[src/rtl/piso_serializer.sv]
// Parallel-in serial-out transmitter: N-bit word in via load_valid/load_ready, shifted out LSB first.
// Optional PISO_PARITY_EN appends an even-parity bit after bit N-1 as the frame's last bit.
`timescale 1ns/1ps

module piso_serializer #(
  parameter int N = 4
) (
  input  logic         clk,
  input  logic         reset_n,
  input  logic         load_valid,
  output logic         load_ready,
  input  logic [N-1:0] D,
  output logic         SO,
  output logic         so_valid,
  output logic         so_last,
  output logic         busy
);

  localparam int CW = $clog2(N + 1);

  typedef enum logic [1:0] {IDLE, SHIFT, PARITY} state_t;

  state_t        r_state;
  logic [N-1:0]  r_sreg;
  logic [CW-1:0] r_cnt;
  logic          r_so;
  logic          r_so_valid;
  logic          r_so_last;
`ifdef PISO_PARITY_EN
  logic          r_par;
`endif

  logic w_accept;
  logic w_final_bit;

  // A new word may be taken in the frame's last cycle, giving gapless streaming.
  assign load_ready  = reset_n & ((r_state == IDLE) | r_so_last);
  assign w_accept    = load_valid & load_ready;
  assign w_final_bit = (r_cnt == CW'(N - 1));

  assign SO       = r_so;
  assign so_valid = r_so_valid;
  assign so_last  = r_so_last;
  assign busy     = r_so_valid;

  always_ff @(posedge clk or negedge reset_n) begin
    if (!reset_n) begin
      r_state    <= IDLE;
      r_sreg     <= '0;
      r_cnt      <= '0;
      r_so       <= 1'b0;
      r_so_valid <= 1'b0;
      r_so_last  <= 1'b0;
`ifdef PISO_PARITY_EN
      r_par      <= 1'b0;
`endif
    end else if (w_accept) begin
      r_state    <= SHIFT;
      r_sreg     <= D;
      r_cnt      <= '0;
      r_so       <= D[0];
      r_so_valid <= 1'b1;
      r_so_last  <= 1'b0;
`ifdef PISO_PARITY_EN
      r_par      <= ^D;
`endif
    end else begin
      case (r_state)
        SHIFT: begin
          r_sreg <= r_sreg >> 1;
          r_cnt  <= r_cnt + CW'(1);
          if (w_final_bit) begin
`ifdef PISO_PARITY_EN
            r_state   <= PARITY;
            r_so      <= r_par;
            r_so_last <= 1'b1;
`else
            r_state    <= IDLE;
            r_cnt      <= '0;
            r_so       <= 1'b0;
            r_so_valid <= 1'b0;
            r_so_last  <= 1'b0;
`endif
          end else begin
            r_so <= r_sreg[1];
`ifdef PISO_PARITY_EN
            r_so_last <= 1'b0;
`else
            r_so_last <= (r_cnt == CW'(N - 2));
`endif
          end
        end
        PARITY: begin
          r_state    <= IDLE;
          r_cnt      <= '0;
          r_so       <= 1'b0;
          r_so_valid <= 1'b0;
          r_so_last  <= 1'b0;
        end
        default: begin
          r_so       <= 1'b0;
          r_so_valid <= 1'b0;
          r_so_last  <= 1'b0;
        end
      endcase
    end
  end

endmodule

[config.mk]
export PLATFORM = sky130hd
export DESIGN_NAME = piso_serializer
export DESIGN_NICKNAME = d
export VERILOG_FILES = /design/src/rtl/piso_serializer.sv
export SDC_FILE = /design/constraint.sdc
export NUM_CORES = 1
export LEC_CHECK = 0
export CAP_MARGIN = 20
export CORE_AREA = 2 2 39 41
export CTS_CLUSTER_SIZE = 30
export DETAILED_ROUTE_END_ITERATION = 10
export DIE_AREA = 0 0 41 43
export SLEW_MARGIN = 20
export SYNTH_ARGS = -nofsm -noshare
export SYNTH_HDL_FRONTEND = slang
export SYNTH_SLANG_ARGS = --single-unit
[constraint.sdc]
create_clock -name clk -period 1.8 [get_ports clk]
set_clock_uncertainty 0.2 [all_clocks]
set_input_delay 0.36 -clock clk [delete_from_list [all_inputs] [get_ports clk]]
set_output_delay 0.36 -clock clk [all_outputs]
set_load 0.05 [all_outputs]
; ---- Word level (Yosys, flattened, before mapping)
; Cells that the tools add are included.
[totals]
regBits = 12
inputBits = 7
word_cells = 36
output_inout_bits = 5
[classes]
muxes = 17
bitwise = 3
n_eq_ne = 5
reduce_logical = 4
n_addsub = 1
[ops]
columns = op, count
row1 = two-way mux 1 bit, 9
row2 = two-way mux 4 bit, 2
row3 = equality test 3 x 2 -> 1 bit (second input constant), 2
row4 = two-way mux 3 bit, 2
row5 = case mux 3 bit (2 select lines), 1
row6 = two-way mux 2 bit, 2
row7 = case mux 2 bit (2 select lines), 1
row8 = adder 3 x 1 -> 3 bit (second input constant), 1
row9 = != test 3 bit (second input constant), 1
row10 = nonzero test 3 bit, 1
row11 = AND 1 bit, 2
row12 = equality test 2 x 1 -> 1 bit (second input constant), 1
row13 = equality test 2 bit (second input constant), 1
row14 = logical NOT 2 bit, 1
row15 = AND reduction 2 bit, 1
row16 = nonzero test 2 bit, 1
row17 = OR 1 bit, 1

; ---- Depth between registers and ports, before layout
[depth]
word_depth = 6
depth_mapped = 4
ltp_nobuf = 4

; ---- Worst setup path before layout
; No wires, ideal clock.
[synth_timing]
path_type = reg2out
startpoint = register r_so_last (netlist: so_last)
endpoint = output load_ready
t_arrival_ns = 1.284
path_slack_ns = -0.044
t_required_ns = 1.240
stages_incl_launch_ff = 3
path_cell_list = dfrtp_1 > nand2b_4 > and2_1
[synth_via]
elab_chain_len = 2
[synth_lines]
columns = element, line_no
row1 = "start, declared", 28  ; logic r_so_last;
row2 = "start signal, assigned", 89  ; r_so_last <= (r_cnt == CW'(N - 2));
row3 = OR 1 bit, 37  ; assign load_ready = reset_n & ((r_state == IDLE) | r_so_last);
row4 = AND 1 bit, 37
row5 = "end, declared", 11  ; output logic load_ready,
; No other way between the ends.

; ---- Worst setup path after layout
; Same ends and word-level chain as after synthesis.

==> flow_summary.yaml <==
run_status:
  run_status: "finished, final reports clean"
clock_network:
  cts_made_buffers: 3
  clk_latency_ps: 250
  clk_pin_slew_ps: 60
  hold_buffers: 0
  htree_levels: 1
  cts-root-buf: "clkbuf_4"
  clkSinkCount: 10
  cts_tree: "built"
  clockBufferDepth: 2
global_route:
  antenna_found_initial: 0
  grt_first_pass_wirelength_um: 1370
  track_usage_pct: 11.7
  first_global_vias: 329
  grt_start_max_net_pins: 10
  grt_overflow_total: 0
die:
  initial_core_util_pct: 35.3
  coreArea_mm2: 0.00138
  ios: 12
  die-area_mm2: 0.00176
  die_w_um: 41
  dieHeight_um: 43
  row_count: 14
yosys:
  synth.distinct_cells: 19
  syn_inst: 42
  netlist.area_leader.share_pct: 51.3
  synthMostInstantiatedCell: "dfrtp_1"
  ys_async_sr_fraction_pct: 100
  yosysWarnings: 0
  synth_common_cells: "dfrtp_1 (10), nand2_1 (6), inv_1 (3), nand3_1 (3), o21ai_0 (3)"
  synth.avg_cell_area_um2: 11.6
  netlist_top_cells_area: "dfrtp_1 (51%), mux2_4 (6.2%), ha_1 (5.1%), mux2_2 (4.6%), nand2_1 (4.6%)"
  yosysSeqAreaShare_pct: 51.3
  synth_nets: 51
  yosysTopAreaCell: "dfrtp_1"
  synthFlopType: "dfrtp_1"
  yosys_register_bits: 10
  synth_area_um2: 488
  synth_edf_count: 0
sta:
  rsz0062_at_grt: "no"
  setup_viol: 0
  min_period_over_period_pct: 94.8
  hold_violations: 0
  tns_ps: 0
  drv_slew: 0
  timing.hold.ws_ps: 188
  fmax_ghz: 0.586
  relSlewSlack_pct: 85.9
  fin_crit_ps: 1710
  worstMarginPinSlew_ps: 210
power:
  powerDensity_mw_per_mm2: 1690
  leakage_nw: 0.332
  ir_worst_vdd_v: 0.000757
route:
  viasPerCell: 4.55
  first_pass_iters: 2
  drt_iter0_markers: 1
  wl_um: 817
  ant_nets: 0
  wire_per_inst_um: 11.2
  num_vias: 332
  drcViolationCount: 0
worst_setup_path:
  critPathSlowestCell: "dfrtp_1"
  path_class: "reg -> out"
  cp-start-kind: "flip-flop"
  endpoint: "load_ready"
  path_cells: "nand2b_4 > and2_4 > buf_12"
  rrSetupSlack_ps: 380
  crit_path_end_kind: "output port"
  max_stage_delay_ps: 420
  critPathLaunch: "so_last"
  worstRegToRegCells: 4
  worstReg2RegStart: "r_cnt[0]"
  cp.arrival_ps: 1150
  reg2reg_to: "so_last"
  worstPathRequired_ps: 1240
  cp_max_fo: 3
worst_hold_path:
  hold_path_class: "in -> async"
place:
  place_hpwl_um: 640
  numPortBuffers: 11
  gp_congestion: 0.686
finish:
  drive_above_1_share_pct: 35.1
  final-seq-area_um2: 251
  n_fill_cell: 130
  n_antenna_cell: 0
  final_nets: 68
  area_growth_pct: 40.5
  multi_input_area_um2: 210
job:
  maxCapViolations: 0
==> worst min path at each step <==
stage | depth (start not counted) | slack, ps | endpoint | from
final | 2 | 190 | busy | reset_n
after global routing | 2 | 200 | busy | reset_n
after CTS | 2 | 170 | busy | reset_n
after detailed placement | 1 | 250 | so_last | r_cnt[2]
after global placement | 1 | 240 | so_last | r_cnt[2]
after floorplan | 0 | -140 | SO | reset_n
==> power by group <==
| group | switching, mW | total (mW) | internal, mW | leakage [nW] |
|---|---|---|---|---|
| Clock | 0.0687 | 0.146 | 0.0769 | 0.0138 |
| Combinational | 0.303 | 0.608 | 0.305 | 0.189 |
| Sequential | 0.0950 | 0.408 | 0.313 | 0.129 |
| Total | 0.466 | 1.16 | 0.696 | 0.332 |
==> state kept, by name (all words and copies together), names as in the netlist <==
name / count
r_cnt: 3
r_sreg: 3
SO: 1
busy: 1
r_state: 1
so_last: 1
==> final cells by class <==
type / count / area share [%]
flip-flops and latches: 10 / 36.7
multi-input cells: 27 / 30.7
repair buffers: 14 / 24.8
clock buffers: 3 / 3.28
well taps: 16 / 2.92
inverters: 3 / 1.64
==> metal layers <==
layer / routed length, um / part of all wire (%) / track usage (%)
met5: 0 / 0 / 0
met3: 18 / 2.2 / 6.28
met1: 398 / 49 / 15.3
met2: 387 / 47 / 15.9
met4: 12 / 1.5 / 4.00
==> kinds of logic (layout without fill, tap and decap cells) <==
| logic type | after synthesis | in the layout | synth area share [%] |
|---|---|---|---|
| AO/OA/AOI/OAI | 5 | 5 | 5.38 |
| adder cells (fa/ha/maj) | 2 | 2 | 5.13 |
| buffers and inverters | 5 | 20 | 6.15 |
| flip-flops | 10 | 10 | 51.3 |
| multiplexers | 4 | 4 | 10.8 |
| AND/OR/NAND/NOR | 16 | 16 | 21.3 |
==> through the flow <==
stage	util, %	std cells	setup WS, ps	power, mW	cell area (um2)
floorplan	-	42	84.8	0.792	489
global placement	47.2	69	94.5	1.00	653
detailed placement	47.2	69	82.1	1.01	653
CTS	48.9	72	28.2	1.16	677
global route	49.5	73	40.7	1.25	686
finish	49.5	73	92.9	1.16	686
==> critical path, delay by kind of cell (launching register included) <==
family / cells / cell delay (ps)
simple gates: 2 / 340
flops: 1 / 420
buf+inv: 1 / 140
==> cell usage in the layout (no fill, tap or decap), drive strengths merged <==
master	count
and3	1
nor3b	1
clkbuf	3
nand2	6
dfrtp	10
o22ai	1
ha	2
buf	8
and2	1
and2b	1
clkdlybuf4s50	6
nand3	4
nand2b	2
o21ai	3
mux2	4
a21oi	1
inv	3
==> what timing repair did <==
item	CTS	global route
setup buffers	0	1
resized for setup	1	1
endpoints found under the setup margin	1	1
Note: power is estimated with default switching activity, not from simulation.
